File: src/rtl/edge_det_pkg.sv
// Shared types and the per-channel state transition used by the multi-channel edge detector.
package edge_det_pkg;

  typedef enum logic [1:0] {
    ZERO = 2'b00,
    RISE = 2'b01,
    ONE  = 2'b10,
    FALL = 2'b11
  } state_e;

  typedef enum logic [1:0] {
    MODE_OFF  = 2'b00,
    MODE_RISE = 2'b01,
    MODE_FALL = 2'b10,
    MODE_BOTH = 2'b11
  } mode_e;

  localparam int unsigned MAX_CH   = 32;
  localparam int unsigned MAX_SYNC = 4;

  // RISE/FALL are transient: a toggle while in them goes straight to the opposite edge.
  function automatic state_e next_state(input state_e cur, input logic s);
    state_e nxt;
    nxt = cur;
    case (cur)
      ZERO:    nxt = s ? RISE : ZERO;
      RISE:    nxt = s ? ONE  : FALL;
      ONE:     nxt = s ? ONE  : FALL;
      FALL:    nxt = s ? RISE : ZERO;
      default: nxt = ZERO;
    endcase
    return nxt;
  endfunction

endpackage

File: src/rtl/edge_det_channel.sv
// One detector channel: synchroniser chain, Moore edge FSM, sticky event flag and last-edge type.
module edge_det_channel
  import edge_det_pkg::*;
#(
  parameter int unsigned SYNC_STAGES = 2,
  parameter logic        INIT_LEVEL  = 1'b0
) (
  input  logic       clk_i,
  input  logic       rst_ni,
  input  logic       signal_i,
  input  logic [1:0] mode_i,
  input  logic       clear_i,
  output logic       pulse_o,
  output logic       event_o,
  output logic       edge_type_o
);

  localparam state_e RST_STATE = INIT_LEVEL ? ONE : ZERO;

  logic   w_sync;
  logic   w_rise_en;
  logic   w_fall_en;
  logic   w_pulse;
  state_e r_state;
  logic   r_event;
  logic   r_type;

  generate
    if (SYNC_STAGES == 0) begin : g_nosync
      assign w_sync = signal_i;
    end else begin : g_sync
      logic [SYNC_STAGES-1:0] r_sync;
      always_ff @(posedge clk_i or negedge rst_ni) begin
        if (!rst_ni) begin
          r_sync <= {SYNC_STAGES{INIT_LEVEL}};
        end else begin
          r_sync[0] <= signal_i;
          for (int i = 1; i < SYNC_STAGES; i++) begin
            r_sync[i] <= r_sync[i-1];
          end
        end
      end
      assign w_sync = r_sync[SYNC_STAGES-1];
    end
  endgenerate

  // Mode only gates the decoded output; the FSM keeps tracking the level while disabled.
  assign w_rise_en = mode_e'(mode_i) inside {MODE_RISE, MODE_BOTH};
  assign w_fall_en = mode_e'(mode_i) inside {MODE_FALL, MODE_BOTH};
  assign w_pulse   = ((r_state == RISE) && w_rise_en) || ((r_state == FALL) && w_fall_en);

  always_ff @(posedge clk_i or negedge rst_ni) begin
    if (!rst_ni) begin
      r_state <= RST_STATE;
      r_event <= 1'b0;
      r_type  <= 1'b0;
    end else begin
      r_state <= next_state(r_state, w_sync);
      if (w_pulse) begin
        r_event <= 1'b1;
        r_type  <= (r_state == RISE);
      end else if (clear_i) begin
        r_event <= 1'b0;
      end
    end
  end

  assign pulse_o     = w_pulse;
  assign event_o     = r_event;
  assign edge_type_o = r_type;

endmodule

File: src/rtl/multi_edge_detector.sv
// Multi-channel dual-edge detector: independent channels plus an any-pulse summary.
module multi_edge_detector
  import edge_det_pkg::*;
#(
  parameter int unsigned NUM_CH      = 4,
  parameter int unsigned SYNC_STAGES = 2,
  parameter logic        INIT_LEVEL  = 1'b0
) (
  input  logic                clk_i,
  input  logic                rst_ni,
  input  logic [NUM_CH-1:0]   signal_i,
  input  logic [2*NUM_CH-1:0] mode_i,
  input  logic [NUM_CH-1:0]   clear_i,
  output logic [NUM_CH-1:0]   pulse_o,
  output logic [NUM_CH-1:0]   event_o,
  output logic [NUM_CH-1:0]   edge_type_o,
  output logic                any_pulse_o
);

  logic [NUM_CH-1:0] w_pulse;

  for (genvar c = 0; c < NUM_CH; c++) begin : g_ch
    edge_det_channel #(
      .SYNC_STAGES (SYNC_STAGES),
      .INIT_LEVEL  (INIT_LEVEL)
    ) u_ch (
      .clk_i       (clk_i),
      .rst_ni      (rst_ni),
      .signal_i    (signal_i[c]),
      .mode_i      (mode_i[2*c +: 2]),
      .clear_i     (clear_i[c]),
      .pulse_o     (w_pulse[c]),
      .event_o     (event_o[c]),
      .edge_type_o (edge_type_o[c])
    );
  end

  assign pulse_o     = w_pulse;
  assign any_pulse_o = |w_pulse;

endmodule

File: config.mk
export PLATFORM = sky130hd
export DESIGN_NAME = multi_edge_detector
export DESIGN_NICKNAME = d
export VERILOG_FILES = /design/src/rtl/edge_det_pkg.sv /design/src/rtl/edge_det_channel.sv /design/src/rtl/multi_edge_detector.sv
export SDC_FILE = /design/constraint.sdc
export NUM_CORES = 1
export LEC_CHECK = 0
export ABC_AREA = 0
export ABC_CLOCK_PERIOD_IN_PS = 3200
export BUFFER_PORTS_ARGS = -buffer_cell sky130_fd_sc_hd__clkbuf_2
export CORE_ASPECT_RATIO = 1.1
export CORE_MARGIN = 8
export CORE_UTILIZATION = 53
export DETAILED_ROUTE_END_ITERATION = 10
export GPL_TIMING_DRIVEN = 0
export PLACE_DENSITY = 0.93
export RECOVER_POWER = 50
export SLEW_MARGIN = 20
export SYNTH_ARGS = -nofsm -noshare
export SYNTH_HDL_FRONTEND = slang
export SYNTH_SLANG_ARGS = --single-unit
File: constraint.sdc
create_clock -name clk_i -period 3.2 [get_ports clk_i]
set_input_delay 0.32 -clock clk_i [delete_from_list [all_inputs] [get_ports clk_i]]
set_output_delay 0.32 -clock clk_i [all_outputs]
set_load 0.02 [all_outputs]
### After elaboration in Yosys (flattened, before gate mapping)

Index checks and enable logic that the tools add are counted.

| word-level totals | value |
|---|---|
| flip-flop bits (word level) | 24 |
| bits of input ports | 18 |
| output and inout bits | 13 |
| word-level logic and storage cells | 97 |

| cells by class | value |
|---|---|
| equal/unequal tests | 24 |
| mux-type cells | 20 |
| reduce and logical (&&, ||, !) cells | 37 |

Operators with widths:

| operator | count |
|---|---|
| $eq 2x2->1 const B | 16 |
| $reduce_bool 2->1 | 12 |
| $eq 2x1->1 const B | 8 |
| $mux 1 | 16 |
| $pmux 2 s2 | 4 |
| $reduce_or 2->1 | 8 |
| $logic_and 1x1->1 | 8 |
| $logic_not 2->1 | 4 |
| $logic_or 1x1->1 | 4 |
| $reduce_or 4->1 | 1 |

### Logic depth before layout (Yosys ltp)

Gate-level depths: netlist of the first run.

| depth | value |
|---|---|
| depth in word-level cells | 5 |
| mapped depth | 5 |
| gate-level depth less buffers | 4 |

### Hierarchy

A second synthesis of the first run with hierarchy kept.

| second synthesis, totals | value |
|---|---|
| cell total of the unflattened synthesis | 69 |
| area total of the unflattened synthesis | 933.4 µm² |

Modules (own cells, without submodules):

| module | instances | cells an instance | area an instance (µm²) | sequential area each (µm²) |
|---|---|---|---|---|
| edge_det_channel | 4 | 17 | 231.5 | 150.1 |
| multi_edge_detector | 1 | 1 | 7.5 | 0.0 |

### Worst setup path before layout of the first run

No wires, ideal clock.

| timing | value |
|---|---|
| path type | reg2out |
| start point | register g_ch[1].u_ch.r_state[0] |
| end point | output any_pulse_o |
| arrival time | 1.034 ns |
| data required time | 2.880 ns |
| setup slack | 1.846 ns |
| cell stages (with the launch flop) | 4 |
| buffers on the path | 0 |
| cell sequence | dfrtp_1 -> ha_1 -> a22oi_2 -> nand4_1 |

| between the ends | value |
|---|---|
| word-level cells in the longest chain between the ends | 4 |
| elaborated cells between the ends (all ways) | 6 |
| those cells by class | eq/ne: 2; reduce/logical: 4 |

Ends and longest elaborated chain:

| element | line | RTL |
|---|---|---|
| from (decl) | edge_det_channel.sv:24 | `state_e r_state;` |
| from (signal assigned) | edge_det_channel.sv:58 | `r_state <= next_state(r_state, w_sync);` |
| $eq 2x1->1 or $eq 2x2->1 (tied branches) | edge_det_channel.sv:50 | `assign w_pulse = ((r_state == RISE) && w_rise_en) \|\| ((r_state == FALL) && w_fall_en);` |
| $logic_and 1x1->1 | edge_det_channel.sv:50 |  |
| $logic_or 1x1->1 (*) | edge_det_channel.sv:50 |  |
| $reduce_or 4->1 (*) | multi_edge_detector.sv:39 | `assign any_pulse_o = \|w_pulse;` |
| to (decl) | multi_edge_detector.sv:17 | `output logic any_pulse_o` |

Mark *: on every way between the ends. The rest lies on a longest branch, timed or not.

### Final worst setup path of the first run

| timing | value |
|---|---|
| start point | register g_ch[1].u_ch.r_state[0] |
| end point | output pulse_o[1] |

| between the ends | value |
|---|---|
| word-level cells in the longest chain between the ends | 3 |
| elaborated cells between the ends (all ways) | 5 |
| those cells by class | eq/ne: 2; reduce/logical: 3 |

Ends and longest elaborated chain:

| element | line | RTL |
|---|---|---|
| $eq 2x1->1 or $eq 2x2->1 (tied branches) | edge_det_channel.sv:50 |  |
| $logic_and 1x1->1 | edge_det_channel.sv:50 |  |
| $logic_or 1x1->1 (*) | edge_det_channel.sv:50 |  |
| to (decl) | multi_edge_detector.sv:14 | `output logic [NUM_CH-1:0] pulse_o,` |

Marks and branches as above.

==> flow_metrics.tcl, run 1 <==
set metrics [dict create \
    status "finished, final reports clean" \
    cts_setup_buffers 0 \
    tightest_slew_ns 1.21 \
    fp.dieArea_um2 3640 \
    synth_area_um2 1040 \
    fin_crit_ns 1.84 \
    setup_tns_ns 0 \
    synth_edf_count 0 \
    finalSetupViolCount 0 \
    p_leak_nw 0.711 \
    ioPinCount 31 \
    syn_nets 111 \
    relSlewSlack_pct 19.1 \
    final_nets 147 \
    post-route-period-util_pct 57.6 \
    synthCells 85 \
    clk_path_buf_depth 2 \
    drive_above_1_share_pct 40.8 \
    post-route-drc-count 0 \
    cts_resized 0 \
    grt_pass1_vias 776 \
    final-instance-count-excl-fill 148 \
    maxSlewViolCount 0 \
    yosysUniqueCellTypes 11 \
    cts_sinks 24 \
    ys_top_cells_by_count "dfrtp_1 (24), inv_1 (16), buf_4 (12)" \
    fillers 150 \
    coreArea_um2 1940 \
    portBuffers 30 \
    grt_overflow 0 \
    die_h_um 62.5 \
    worst_setup_path_end_kind "primary output" \
    grt_max_degree 25 \
    worst_slack_ns 1.36 \
    async_reset_ff_share_pct 100 \
    clock_skew_ns 0.000386 \
    wl_per_cell_um 11.4 \
    hold_class "input port to register" \
    start_kind "register" \
    arrival_ns 1.52 \
    critPathRequiredTime_ns 2.88 \
    place_inst 143 \
    drt-total-wl_um 1690 \
    hold_ws_ns 0.106 \
    hold_viol 0 \
    yosys.area.top_type "dfrtp_1" \
    worstPathMaxFanout 3 \
    initial_core_util_pct 53.8 \
    clock_latency_ns 0.31 \
    dp.final_hpwl_um 1440 \
    synth_area_leaders "dfrtp_1 (58%), ha_1 (9.6%), buf_4 (8.6%), inv_1 (5.8%), a22oi_2 (4.8%)" \
    area_growth_pct 22.1 \
    cts_buffers 3 \
    rsz0062_at_grt "false" \
    first_iter_violations 6 \
    gp_congestion 0.730 \
    crit_type "register to primary output" \
    synth.most_common_cell "dfrtp_1" \
    cts.root.buffer_cell "clkbuf_4" \
    grt.total_usage_pct 10.1 \
    htreeDepth 1 \
    syn_avg_cell_area_um2 12.3 \
    tritoncts "done" \
    ant_nets 0 \
    dr.pass1.iters 4 \
    peakVddDrop_mv 0.640 \
    antenna_found_initial 0 \
    max_freq_mhz 543 \
    total_power_mw 1.28 \
    pre_cts_ws_ns 1.70 \
    die_x_um 58.3 \
    maxCapViolations 0 \
    yosysTopAreaCellShare_pct 57.6 \
    ys_ff_latch 24 \
    ys.warnings.count 0 \
    synth_ff_type "dfrtp_1" \
    num_vias 679 \
    n_antenna_cell 0 \
    rows 17 \
    clk_pin_slew_ns 0.12 \
    powerDensity_nw_per_um2 1000 \
    via_per_inst 4.59 \
    grt_pass1_wl_um 2950 \
    synth_seq_area_share_pct 57.6 \
    cts_hold_buffers 1 \
]
-- critical path, stage by stage (launching register included) --
cell,delay [ns]
dfrtp_1,0.41
ha_1,0.23
a22oi_2,0.23
inv_1,0.07
buf_4,0.13
clkbuf_2,0.15
-- metal layers --
layer  vias to the layer above  share of wire, %  global-route usage [%]
li1                        329                 -                       -
met1                       328                37                    9.86
met2                        20                54                    18.2
met3                         2               8.4                    3.09
met4                         0               1.2                    4.91
met5                         -                 0                       0
-- state kept, by name, summed over array words and instances, names as in the netlist --
name / cells
g_ch.u_ch.r_state: 8
g_ch.u_ch.event_o: 4
g_ch.u_ch.g_sync.r_sync: 8
g_ch.u_ch.edge_type_o: 4
-- cell type report --
class	instances	area (µm²)	share of cell area, %
Sequential cell	24	601	47.2
Multi-Input combinational cell	33	292	22.9
Timing Repair Buffer	31	159	12.5
Buffer	12	90.1	7.08
Inverter	16	60.1	4.72
Clock buffer	4	36.3	2.85
Tap cell	28	35.0	2.75
-- stage by stage --
step                      area, µm²  utilization [%]
after global placement         1230             63.4
final                          1270             65.7
after detailed placement       1230             63.4
after floorplan                1040                -
after CTS                      1270             65.8
after global routing           1270             65.7
-- kinds of logic after synthesis --
group | after synthesis | share of synthesized area [%]
buf+inv | 28 | 14.4
flops | 24 | 57.6
compound gates | 16 | 13.0
fa+ha+maj | 8 | 9.60
simple gates | 5 | 2.04
xor+xnor | 4 | 3.36
-- cell usage in the layout (no fill, tap or decap), drive strengths merged --
master / instances
a21o: 4
a22o: 4
a22oi: 4
buf: 12
clkbuf: 34
dfrtp: 24
dlygate4sd3: 1
ha: 8
inv: 16
nand2: 4
nand4: 1
o21ai: 4
xnor2: 4
-- final timing paths --
kind	start	to	slack, ns	cells after the start
setup reg to reg	g_ch[3].u_ch.r_state[0]	g_ch[3].u_ch.edge_type_o	2.08	3
setup / recovery	g_ch[1].u_ch.r_state[0]	pulse_o[1]	1.36	5
min in group asynchronous	rst_ni	g_ch[0].u_ch.g_sync.r_sync[1]	0.77	2
max in group asynchronous	rst_ni	g_ch[2].u_ch.g_sync.r_sync[1]	1.72	2
hold / removal	signal_i[0]	g_ch[0].u_ch.g_sync.r_sync[0]	0.11	1
hold reg to reg	g_ch[3].u_ch.g_sync.r_sync[0]	g_ch[3].u_ch.g_sync.r_sync[1]	0.36	0
-- power by group --
part | switching [mW] | total (mW) | internal [mW]
clock network | 0.0841 | 0.154 | 0.0695
logic | 0.329 | 0.644 | 0.315
registers | 0.0612 | 0.478 | 0.417
total | 0.474 | 1.28 | 0.802
Note: power is estimated with default switching activity, not from simulation.
==> inputs of run 2 (changes only) <==
- ABC_CLOCK_PERIOD_IN_PS: 3200 -> 1900
- CORE_UTILIZATION: 53 -> 49
- PLACE_DENSITY: 0.93 -> 0.87
- clock period: 3.2 -> 1.9 ns (I/O delays scaled with it)
==> flow_metrics.tcl, run 2 (synthesis gave the netlist of run 1 again) <==
set metrics [dict create \
    status "finished, final reports clean" \
    tightest_slew_ns 1.22 \
    relSlewSlack_pct 18.4 \
    rows 17 \
    ant_nets 0 \
    initial_core_util_pct 52.1 \
    clock_skew_ns 0.000461 \
    worst_setup_path_end_kind "primary output" \
    slowest_stage "dfrtp_1" \
    ff2ff_path_depth 3 \
    place_inst 143 \
    area_growth_pct 25.9 \
    powerDensity_nw_per_um2 1640 \
    worstPathCellList "ha_1 > a22oi_2 > inv_1 > buf_4 > clkbuf_2" \
    final_nets 151 \
    n_antenna_cell 0 \
    drt-total-wl_um 1780 \
    total_power_mw 2.15 \
    cts_buffers 3 \
    cts.root.buffer_cell "clkbuf_4" \
    arrival_ns 1.52 \
    clock_latency_ns 0.30 \
    final_cell_mix "clkbuf_2 (29), dfrtp_1 (24), inv_1 (16)" \
    p_leak_nw 0.728 \
    grt.total_usage_pct 10.3 \
    post-route-drc-count 0 \
    gp_congestion 0.702 \
    antenna_found_initial 0 \
    hold_ws_ns 0.0396 \
    die_h_um 64.4 \
    num_vias 680 \
    dr.pass1.iters 2 \
    setup_tns_ns 0 \
    r2r_slack_ns 0.81 \
    first_iter_violations 4 \
    ioPinCount 31 \
    via_per_inst 4.47 \
    seqCellArea_um2 601 \
    grt_pass1_vias 773 \
    multiInputGateArea_um2 292 \
    hold_class "input port to register" \
    maxCapViolations 0 \
    rsz0062_at_grt "false" \
    timing.critical_path.depth 5 \
    grt_pass1_wl_um 3040 \
    wl_per_cell_um 11.7 \
    dp.final_hpwl_um 1470 \
    crit_buf_inv 3 \
    tritoncts "done" \
    finalSetupViolCount 0 \
    start_kind "register" \
    maxSlewViolCount 0 \
    final-instance-count-excl-fill 152 \
    peakVddDrop_mv 0.963 \
    fin_crit_ns 1.71 \
    portBuffers 30 \
    max_freq_mhz 586 \
    cts_resized 0 \
    utilization_pct 65.6 \
    clk_path_buf_depth 2 \
    worstHoldPathCells 2 \
    cts_sinks 24 \
    post-route-period-util_pct 89.8 \
    die_x_um 60.0 \
    grt_max_degree 25 \
    hold_viol 0 \
    cpPeakStageDelay_ns 0.41 \
    top_regs "g_ch.u_ch.g_sync.r_sync x8, g_ch.u_ch.r_state x8" \
    worstPathMaxFanout 3 \
    crit_family "flip-flops" \
    crit_type "register to primary output" \
    coreArea_um2 2000 \
    final_common_cell "clkbuf_2" \
    critPathRequiredTime_ns 1.71 \
    clk_pin_slew_ns 0.12 \
    htreeDepth 1 \
    grt_overflow 0 \
    drive_above_1_share_pct 39.5 \
    fillers 175 \
    fp.dieArea_um2 3860 \
]
==> run 2: report_power, final <==
part / switching, mW / internal, mW / total, mW / leakage [nW]
logic: 0.562 / 0.537 / 1.10 / 0.426
clock network: 0.140 / 0.117 / 0.257 / 0.0210
registers: 0.0969 / 0.702 / 0.799 / 0.281
==> run 2: stage by stage <==
step,setup WS [ns],area (µm²)
6_report,0.194,1310
3_5_place_dp,0.532,1230
5_1_grt,0.0644,1310
4_1_cts,0.167,1310
3_3_place_gp,0.553,1230
2_1_floorplan,0.676,1040
==> run 2: worst paths after layout <==
path	startpoint	endpoint
worst min register to register	g_ch[2].u_ch.g_sync.r_sync[0]	g_ch[2].u_ch.g_sync.r_sync[1]
min in group asynchronous	rst_ni	g_ch[0].u_ch.r_state[0]
worst max register to register	g_ch[1].u_ch.r_state[0]	g_ch[1].u_ch.edge_type_o
worst min-delay path	clear_i[0]	g_ch[0].u_ch.event_o
worst max-delay path	g_ch[2].u_ch.r_state[0]	pulse_o[2]
max in group asynchronous	rst_ni	g_ch[2].u_ch.r_state[1]
==> run 2: final cells by class <==
class                      count  share of cell area, %
buffer                        12                   6.86
clock buffer                   4                   2.76
inverter                      16                   4.58
multi-input combinational     33                   22.2
sequential                    24                   45.8
tap                           28                   2.67
timing repair buffer          35                   15.2
==> run 2: layer usage <==
layer  wire, µm  vias up  GRT usage (%)
met1        621      327           8.45
met2       1010       15           20.1
met5          0        -              0
li1           -      336              -
met3        128        2           3.00
met4         14        0           5.97
==> run 2: worst register-to-register path: stages, from the launching register on <==
cell,delay [ns]
dfrtp_1,0.41
ha_1,0.24
a21o_1,0.18
a22o_1,0.17
==> run 2: what timing repair did <==
item | CTS | global route
hold endpoints to repair | 28 | 0
setup buffers | 0 | 0
hold buffers | 5 | 0
